File: src/rtl/link_receiver.sv
// Receive side of the 16-bit K-char link: comma-based lock, out-of-band trigger recovery,
// and block framing into a first-word-fall-through FIFO with SOB/EOB/ERR flags.
module link_receiver #(
  parameter int DEPTH       = 64,
  parameter int LOCK_COMMAS = 4
) (
  input  logic        clk,
  input  logic        rst_n,
  input  logic [15:0] rx_data,
  input  logic        rx_k,
  output logic        trig_out,
  output logic        sync,
  output logic [15:0] dout,
  output logic        dout_sob,
  output logic        dout_eob,
  output logic        dout_err,
  output logic        dout_valid,
  input  logic        dout_ready,
  output logic [15:0] err_cnt,
  output logic [15:0] ovf_cnt
);

  localparam int AW = $clog2(DEPTH);
  localparam int CW = $clog2(DEPTH + 1);
  localparam int LW = $clog2(LOCK_COMMAS + 1);

  typedef enum logic [1:0] {HUNT, SYNC, DROP} state_t;
  typedef enum logic [1:0] {C_COMMA, C_TRIG, C_DATA, C_BAD} cls_t;

  logic [15:0]   r_data;
  logic          r_k;
  cls_t          cls;
  state_t        state, state_next;
  logic [LW-1:0] comma_cnt, comma_next;
  logic          hold_valid, hold_v_next;
  logic          hold_sob, hold_sob_next;
  logic [15:0]   hold_data, hold_data_next;
  logic          sob_pend, sob_pend_next;
  logic          push, pop, err_inc, ovf_inc;
  logic [18:0]   push_entry;
  logic [18:0]   mem [DEPTH];
  logic [AW-1:0] wr_ptr, rd_ptr;
  logic [CW-1:0] count;
  logic          room2, full;

  always_comb begin
    if (!r_k)                    cls = C_DATA;
    else if (r_data == 16'h00BC) cls = C_COMMA;
    else if (r_data == 16'h801C) cls = C_TRIG;
    else                         cls = C_BAD;
  end

  assign room2      = count <= CW'(DEPTH - 2);
  assign full       = count == CW'(DEPTH);
  assign dout_valid = count != '0;
  assign pop        = dout_valid && dout_ready;
  assign sync       = state == SYNC;
  assign {dout_err, dout_eob, dout_sob, dout} = dout_valid ? mem[rd_ptr] : '0;

  // The hold register delays each data word by one so its EOB flag is known when it is pushed.
  always_comb begin
    state_next     = state;
    comma_next     = comma_cnt;
    hold_v_next    = hold_valid;
    hold_sob_next  = hold_sob;
    hold_data_next = hold_data;
    sob_pend_next  = sob_pend;
    push           = 1'b0;
    push_entry     = '0;
    err_inc        = 1'b0;
    ovf_inc        = 1'b0;
    case (state)
      HUNT: begin
        hold_v_next = 1'b0;
        if (cls == C_COMMA) begin
          if (comma_cnt == LW'(LOCK_COMMAS - 1)) begin
            state_next    = SYNC;
            comma_next    = '0;
            sob_pend_next = 1'b1;
          end else begin
            comma_next = comma_cnt + 1'b1;
          end
        end else begin
          comma_next = '0;
        end
      end
      SYNC: begin
        case (cls)
          C_DATA: begin
            if (hold_valid && !room2) begin
              // Last free slot closes the block as truncated; the rest is dropped.
              push        = !full;
              push_entry  = {1'b1, 1'b1, hold_sob, hold_data};
              ovf_inc     = 1'b1;
              hold_v_next = 1'b0;
              state_next  = DROP;
            end else begin
              push           = hold_valid;
              push_entry     = {1'b0, 1'b0, hold_sob, hold_data};
              hold_v_next    = 1'b1;
              hold_data_next = r_data;
              hold_sob_next  = sob_pend;
              sob_pend_next  = 1'b0;
            end
          end
          C_COMMA: begin
            sob_pend_next = 1'b1;
            hold_v_next   = 1'b0;
            push          = hold_valid && !full;
            push_entry    = {1'b0, 1'b1, hold_sob, hold_data};
            ovf_inc       = hold_valid && full;
          end
          C_BAD: begin
            err_inc     = 1'b1;
            state_next  = HUNT;
            comma_next  = '0;
            hold_v_next = 1'b0;
            push        = hold_valid && !full;
            push_entry  = {1'b1, 1'b1, hold_sob, hold_data};
          end
          default: ;
        endcase
      end
      DROP: begin
        if (cls == C_COMMA) begin
          state_next    = SYNC;
          sob_pend_next = 1'b1;
        end else if (cls == C_BAD) begin
          err_inc    = 1'b1;
          state_next = HUNT;
          comma_next = '0;
        end
      end
      default: state_next = HUNT;
    endcase
  end

  always_ff @(posedge clk or negedge rst_n) begin
    if (!rst_n) begin
      r_data     <= '0;
      r_k        <= 1'b0;
      state      <= HUNT;
      comma_cnt  <= '0;
      hold_valid <= 1'b0;
      hold_sob   <= 1'b0;
      hold_data  <= '0;
      sob_pend   <= 1'b0;
      trig_out   <= 1'b0;
      err_cnt    <= '0;
      ovf_cnt    <= '0;
    end else begin
      r_data     <= rx_data;
      r_k        <= rx_k;
      state      <= state_next;
      comma_cnt  <= comma_next;
      hold_valid <= hold_v_next;
      hold_sob   <= hold_sob_next;
      hold_data  <= hold_data_next;
      sob_pend   <= sob_pend_next;
      trig_out   <= (cls == C_TRIG) && (state != HUNT);
      if (err_inc && err_cnt != 16'hFFFF) err_cnt <= err_cnt + 1'b1;
      if (ovf_inc && ovf_cnt != 16'hFFFF) ovf_cnt <= ovf_cnt + 1'b1;
    end
  end

  always_ff @(posedge clk or negedge rst_n) begin
    if (!rst_n) begin
      wr_ptr <= '0;
      rd_ptr <= '0;
      count  <= '0;
    end else begin
      if (push) wr_ptr <= wr_ptr + 1'b1;
      if (pop)  rd_ptr <= rd_ptr + 1'b1;
      case ({push, pop})
        2'b10:   count <= count + 1'b1;
        2'b01:   count <= count - 1'b1;
        default: ;
      endcase
    end
  end

  always_ff @(posedge clk) begin
    if (push) mem[wr_ptr] <= push_entry;
  end

endmodule
File: config.mk
export PLATFORM = sky130hd
export DESIGN_NAME = link_receiver
export DESIGN_NICKNAME = d
export VERILOG_FILES = /design/src/rtl/link_receiver.sv
export SDC_FILE = /design/constraint.sdc
export NUM_CORES = 1
export LEC_CHECK = 0
export CORE_ASPECT_RATIO = 2
export CORE_MARGIN = 5
export CORE_UTILIZATION = 40
export CTS_CLUSTER_DIAMETER = 100
export DETAILED_ROUTE_END_ITERATION = 8
export HOLD_SLACK_MARGIN = 0.02
export PLACE_DENSITY = 0.62
export SYNTH_ARGS = -nofsm -noshare
export SYNTH_HDL_FRONTEND = slang
export SYNTH_SLANG_ARGS = --single-unit
File: constraint.sdc
create_clock -name clk -period 5.2 [get_ports clk]
set_input_delay 1.04 -clock clk [delete_from_list [all_inputs] [get_ports clk]]
set_output_delay 1.04 -clock clk [all_outputs]
set_load 0.02 [all_outputs]
==> impl_metrics.yaml, run 1 <==
clock_tree:
  cts_sinks: 1309
  worstSkewPairLatency_ns: 0.74
  cts_buffer_depth: 3
  cts_root_buf: "clkbuf_16"
  cts_tree: "yes"
  post-cts-setup-buffers: 0
  cts_buffers: 109
  cts_hold_buf: 0
  htreeDepth: 3
  clk_pin_slew_worst_paths_ns: 0.07
drt:
  routed_via_density: 5.69
  drtIter0Drc: 2424
  wl_per_cell_um: 28.8
  via_count: 26500
  drcViolationCount: 0
  totalWireLength_um: 134000
  firstDrtPassIters: 5
  ant_nets: 0
critical_path:
  cp_common_cell: "buf_4"
  critPathLaunchType: "flip-flop"
  reg2reg_slack_ns: 0.53
  slowest_stage: "dfrtp_4"
  cp.arrival_ns: 4.07
  critical_path.max_stage_delay_ns: 0.60
  worstSetupPathDepth: 9
  critical-path-top-delay-family: "compound AO/OA/AOI/OAI gates"
  critPathMaxFanout: 13
  crit_type: "reg2out"
  worst_ep_required_time_ns: 4.16
  cp-end-kind: "primary output"
  crit_chain: "and2_2 > nand2_2 > o22ai_1 > a211oi_1 > buf_4 > o21ai_0 > buf_4 > a32o_1 > clkdlybuf4s50_1"
  worst-path-buf-inv: 3
  reg2regPathDepth: 16
run:
  drv_cap: 0
power_and_ir_drop:
  powerDensity_mw_per_mm2: 462
  power.static_leakage_nw: 16.9
  ir_worst_vdd_mv: 0.287
sta:
  rsz0062_at_grt: "no"
  fin_ws_ns: 0.0859
  setup_viol: 0
  fin_tns_setup_ns: 0
  fin_hold_ws_ns: 0.486
  fin_crit_sh_pct: 98.3
  slew_headroom_pct: 30.5
  finClkSkew_ns: 0.0610
  finalHoldViolCount: 0
  worst_pin_slew_ns: 1.04
  max_freq_ghz: 0.196
  fin_crit_ns: 5.11
  slew_violations: 0
global_route:
  grt_usage_pct: 19.5
  grt_pass1_vias: 27500
  grt_max_degree: 79
  grt_antenna_before_repair: 6
  grt_pass1_wl_um: 195000
  grt_overflow_total: 0
final_layout:
  nets: 2910
  drive_gt1_share_pct: 23.5
  area_growth_pct: 16.2
  fill_cells: 10600
  fin_cells: 4653
placed_design:
  portBuffers: 73
  dpl.hpwl_um: 85100
  pre_cts_ws_ns: 0.572
  dp.cells: 4446
  gp_congestion: 0.855
hold_path:
  min_path_cells: 1
  holdCritPathClass: "reg2reg"
logic_synthesis:
  ys_seq_area_share_pct: 76.2
  synth_ff_type: "edfxtp_1"
  syn_nets: 2664
  yosysWarnings: 0
  netlist_area_mm2: 0.0510
  async_flop_share_pct: 7.10
  synth.ff_latch_count: 1309
  synth_cell_types: 60
  synth-edff-count: 1216
  syn-instance-count: 2628
  avgSynthCellArea_um2: 19.4
run_status:
  status: "finished clean"
die:
  ios: 74
  core_area_mm2: 0.127
  die_w_um: 262
  rows: 185
  initial_core_util_pct: 40.2
  die_h_um: 515
  dieArea_mm2: 0.135
==> where the power goes <==
part / internal, W / leakage, nW / switching (W)
registers: 0.0114 / 9.60 / 0.000207
clock network: 0.00497 / 1.89 / 0.00389
logic: 0.00265 / 5.42 / 0.00424
==> stage by stage <==
stage,power (W),instance area [um^2],utilization (%)
finish,0.0274,59200,46.7
global route,0.0282,59200,46.7
CTS,0.0276,59200,46.7
detailed placement,0.0187,55300,43.6
global placement,0.0187,55300,43.6
floorplan,0.0155,51000,-
==> path summary, 6_finish.rpt <==
path / from / to
worst max-delay path: rd_ptr[2] / dout[15]
worst min-delay path: rd_ptr[5] / rd_ptr[5]
worst max register to register: r_data[8] / count[6]
worst min register to register: rd_ptr[5] / rd_ptr[5]
max in group asynchronous: rst_n / wr_ptr[1]
min in group asynchronous: rst_n / ovf_cnt[3]
==> cells in the final DEF, fill, tap and decap left out, types with 16 or more instances in the layout <==
| cell type | instances |
|---|---|
| a221oi_1 | 39 |
| edfxtp_1 | 1216 |
| dfrtp_1 | 88 |
| o221ai_1 | 38 |
| xnor2_1 | 33 |
| a32o_1 | 20 |
| and2_2 | 18 |
| o21ai_0 | 84 |
| clkinv_2 | 20 |
| buf_4 | 185 |
| nor2_2 | 56 |
| mux4_2 | 190 |
| bufinv_16 | 19 |
| nor2_1 | 33 |
| ha_1 | 16 |
| a21oi_1 | 70 |
| o22ai_1 | 38 |
| clkbuf_16 | 112 |
| a211oi_1 | 38 |
| clkdlybuf4s50_1 | 72 |
| mux2i_1 | 267 |
| nand3_1 | 22 |
| buf_12 | 27 |
| nand2_1 | 59 |
| mux2_2 | 20 |
==> per-layer routing <==
layer / wire length, um / up-vias / track usage [%]
met4: 7000 / 2 / 9.15
li1: - / 11200 / -
met5: 12 / - / 0
met1: 46800 / 14000 / 22.4
met2: 73100 / 1010 / 36.2
met3: 7190 / 247 / 2.32
==> layout make-up <==
type	instances	area, um^2	area share [%]
clock buffer	128	2880	4.86
tap	1683	2110	3.55
multi-input combinational	1155	11700	19.7
inverter	15	61.3	0.103
antenna	2	5.00	0.00845
timing repair buffer	284	2650	4.47
sequential	1309	38900	65.6
clock inverter	77	1030	1.74
==> cell families (layout without fill, tap and decap cells) <==
group	count (synthesis)	after routing	synth area share, %
flops	1309	1309	76.2
mux	480	480	14.1
compound gates	350	350	4.60
simple gates	263	263	2.55
buf+inv	164	504	1.34
xor+xnor	46	46	0.790
fa+ha+maj	16	16	0.393
other cells	0	2	0
==> worst register-to-register path, stage by stage (launching register included) <==
cell and delay (ns):
dfrtp_1 0.38, or4_4 0.55, nor4_1 0.52, a21boi_1 0.33, ha_1 0.42, nand2b_1 0.06, and3_1 0.20, and2_1 0.18
inv_1 0.16, ha_1 0.44, xor2_1 0.12, ha_1 0.25, and3b_1 0.17, o21ai_0 0.31, nand4_1 0.14, a21oi_1 0.21
xor2_1 0.18
==> flip-flops by register name, indices dropped and copies added, names as in the netlist <==
name,count
wr_ptr,6
r_data,16
err_cnt,16
state,2
ovf_cnt,16
comma_cnt,3
r_k,1
trig_out,1
hold_sob,1
count,7
mem,1216
rd_ptr,6
hold_data,16
hold_valid,1
sob_pend,1
==> synthesized netlist by cell type, types with 22 or more instances <==
master	number	area [um^2]
buf_2	37	185
and2_1	23	144
o22ai_1	38	238
a221oi_1	39	342
o21ai_0	86	430
dfrtp_1	93	2330
a21oi_1	71	355
a211oi_1	39	293
mux4_2	190	4280
nand2_1	61	229
mux2i_1	269	2690
nor2_1	89	334
edfxtp_1	1216	36500
clkbuf_1	86	323
xnor2_1	33	289
o221ai_1	38	333
nand3_1	22	110
buf_1	24	90.1
==> what timing repair did <==
action                     4_1_cts  5_1_grt
gates cloned                     0        0
setup endpoints to repair        3        1
resized for setup                4        1
Power figures use the tool's default switching activity.
==> run 2, diff against run 1 <==
--- a/config.mk
+++ b/config.mk
@@ -15,3 +15,4 @@
 export SYNTH_ARGS = -nofsm -noshare
 export SYNTH_HDL_FRONTEND = slang
 export SYNTH_SLANG_ARGS = --single-unit
+export TNS_END_PERCENT = 5
==> results of run 2 <==
The final DEF is identical to that of run 1; final timing and power are the same.
==> run 3, diff against run 2 <==
--- a/config.mk
+++ b/config.mk
@@ -12,6 +12,7 @@
 export DETAILED_ROUTE_END_ITERATION = 8
 export HOLD_SLACK_MARGIN = 0.02
 export PLACE_DENSITY = 0.62
+export SKIP_LAST_GASP = 1
 export SYNTH_ARGS = -nofsm -noshare
 export SYNTH_HDL_FRONTEND = slang
 export SYNTH_SLANG_ARGS = --single-unit
==> run 3 against run 2 <==
  * Sequential share of layout area hardly changed
  * Sequential cell count is the same
  * Highest routed layer unchanged
  * Critical path type unchanged
  * Worst setup slack improved by 0.0095 ns
  * Combinational power is essentially flat
  * Non-clock buffer count unchanged
  * Fmax is 0.19% higher
==> impl_metrics.yaml, run 3 (same netlist as run 1, synthesis figures left out) <==
run_status:
  status: "finished clean"
sta:
  worst_pin_slew_ns: 1.04
  setup_viol: 0
  fin_crit_ns: 5.10
  finalHoldViolCount: 0
  slew_violations: 0
  rsz0062_at_grt: "yes"
  max_freq_ghz: 0.196
  fin_tns_setup_ns: 0
  finClkSkew_ns: 0.0611
  fin_ws_ns: 0.0953
  fin_crit_sh_pct: 98.2
  slew_headroom_pct: 30.5
die:
  initial_core_util_pct: 40.2
  ios: 74
  dieArea_mm2: 0.135
  die_w_um: 262
  rows: 185
  core_area_mm2: 0.127
  die_h_um: 515
drt:
  wl_per_cell_um: 28.8
  drtIter0Drc: 2382
  via_count: 26400
  drcViolationCount: 0
  firstDrtPassIters: 5
  totalWireLength_um: 134000
  ant_nets: 0
  routed_via_density: 5.68
final_layout:
  area_growth_pct: 16.2
  drive_gt1_share_pct: 23.5
  final_common_cell: "edfxtp_1"
  nets: 2910
  layout_common_cells: "1216 x edfxtp_1, 268 x mux2i_1, 190 x mux4_2"
  fin_util_pct: 46.7
  largest_register_ffs: 1216
  regMostFlops: "mem"
  fin_area_mm2: 0.0592
global_route:
  grt_antenna_before_repair: 6
  grt_max_degree: 79
  grt_overflow_total: 0
  grt_pass1_vias: 27500
  grt_usage_pct: 19.5
  grt_pass1_wl_um: 195000
clock_tree:
  htreeDepth: 3
  worstSkewPairLatency_ns: 0.74
  clk_pin_slew_worst_paths_ns: 0.07
  cts_root_buf: "clkbuf_16"
  cts_buffer_depth: 3
  cts_buffers: 109
  cts_sinks: 1309
  post-cts-setup-buffers: 0
  cts_tree: "yes"
  cts_hold_buf: 0
placed_design:
  pre_cts_ws_ns: 0.572
  dpl.hpwl_um: 85100
  portBuffers: 73
  gp_congestion: 0.855
  placed_area_mm2: 0.0553
critical_path:
  r2r-start: "r_data[8]"
  reg2reg_slack_ns: 0.53
  crit_type: "reg2out"
  cp-startpoint: "rd_ptr[2]"
  critPathMaxFanout: 13
  cp.arrival_ns: 4.06
  critPathLaunchType: "flip-flop"
  cp-end-kind: "primary output"
  worst_ep_required_time_ns: 4.16
power_and_ir_drop:
  powerDensity_mw_per_mm2: 462
  ir_worst_vdd_mv: 0.286
  power.total_w: 0.0274
  power.static_leakage_nw: 16.9
hold_path:
  holdCritPathClass: "in2async"
run:
  drv_cap: 0
-- run 3: cell count changes in the layout (fill, tap and decap cells not counted), sizes merged --
| cell | before | now |
|---|---|---|
| diode | 2 | 1 |
-- run 3: power by group --
| group | total (W) | leakage [nW] | switching (W) | internal [W] |
|---|---|---|---|---|
| logic | 0.00688 | 5.42 | 0.00423 | 0.00265 |
| clock network | 0.00887 | 1.89 | 0.00390 | 0.00497 |
| registers | 0.0116 | 9.60 | 0.000209 | 0.0114 |
-- run 3: area by class of cell --
type	count	area (um^2)
diodes	1	2.50
fillers	10600	67600
clock inverters	77	1030
flip-flops and latches	1309	38900
well taps	1683	2110
inverters	15	61.3
multi-input cells	1155	11600
repair buffers	284	2650
clock buffers	128	2880
-- run 3: path summary, 6_finish.rpt --
path	to	cells past startpoint
max	dout[11]	9
min	ovf_cnt[3]	1
max reg2reg	count[6]	16
min reg2reg	rd_ptr[5]	1
max in group asynchronous	wr_ptr[1]	2
min in group clk	rd_ptr[5]	1
-- run 3: repair_timing --
| item | CTS | global route |
|---|---|---|
| hold endpoints to repair | 0 | 0 |
| setup endpoints to repair | 3 | 3 |
| gates cloned | 0 | 0 |
| gates resized for setup | 2 | 1 |
-- run 3: per-layer routing --
layer | GRT usage [%] | up-vias | wire length [um] | part of all wire (%)
met3 | 2.32 | 244 | 7060 | 5.3
met5 | 0 | - | 12 | 0.0090
li1 | - | 11200 | - | -
met4 | 9.15 | 2 | 7050 | 5.3
met1 | 22.4 | 14000 | 47000 | 35
met2 | 36.2 | 1000 | 72900 | 54
-- run 3: worst max-delay path: stages (launching register included) --
cell and delay [ns]:
dfrtp_4 0.61, and2_2 0.27, nand2_2 0.33, buf_4 0.22, o22ai_1 0.09, a211oi_1 0.49, buf_4 0.20, o21ai_0 0.22
a32o_1 0.35, clkdlybuf4s50_1 0.55
-- run 3: stage by stage --
| step | hold slack, ns | std cells |
|---|---|---|
| 6_report | 0.486 | 4652 |
| 5_1_grt | 0.502 | 4652 |
| 4_1_cts | 0.484 | 4651 |
| 3_5_place_dp | 0.476 | 4446 |
| 3_3_place_gp | 0.474 | 4446 |
| 2_1_floorplan | 0.451 | 2628 |
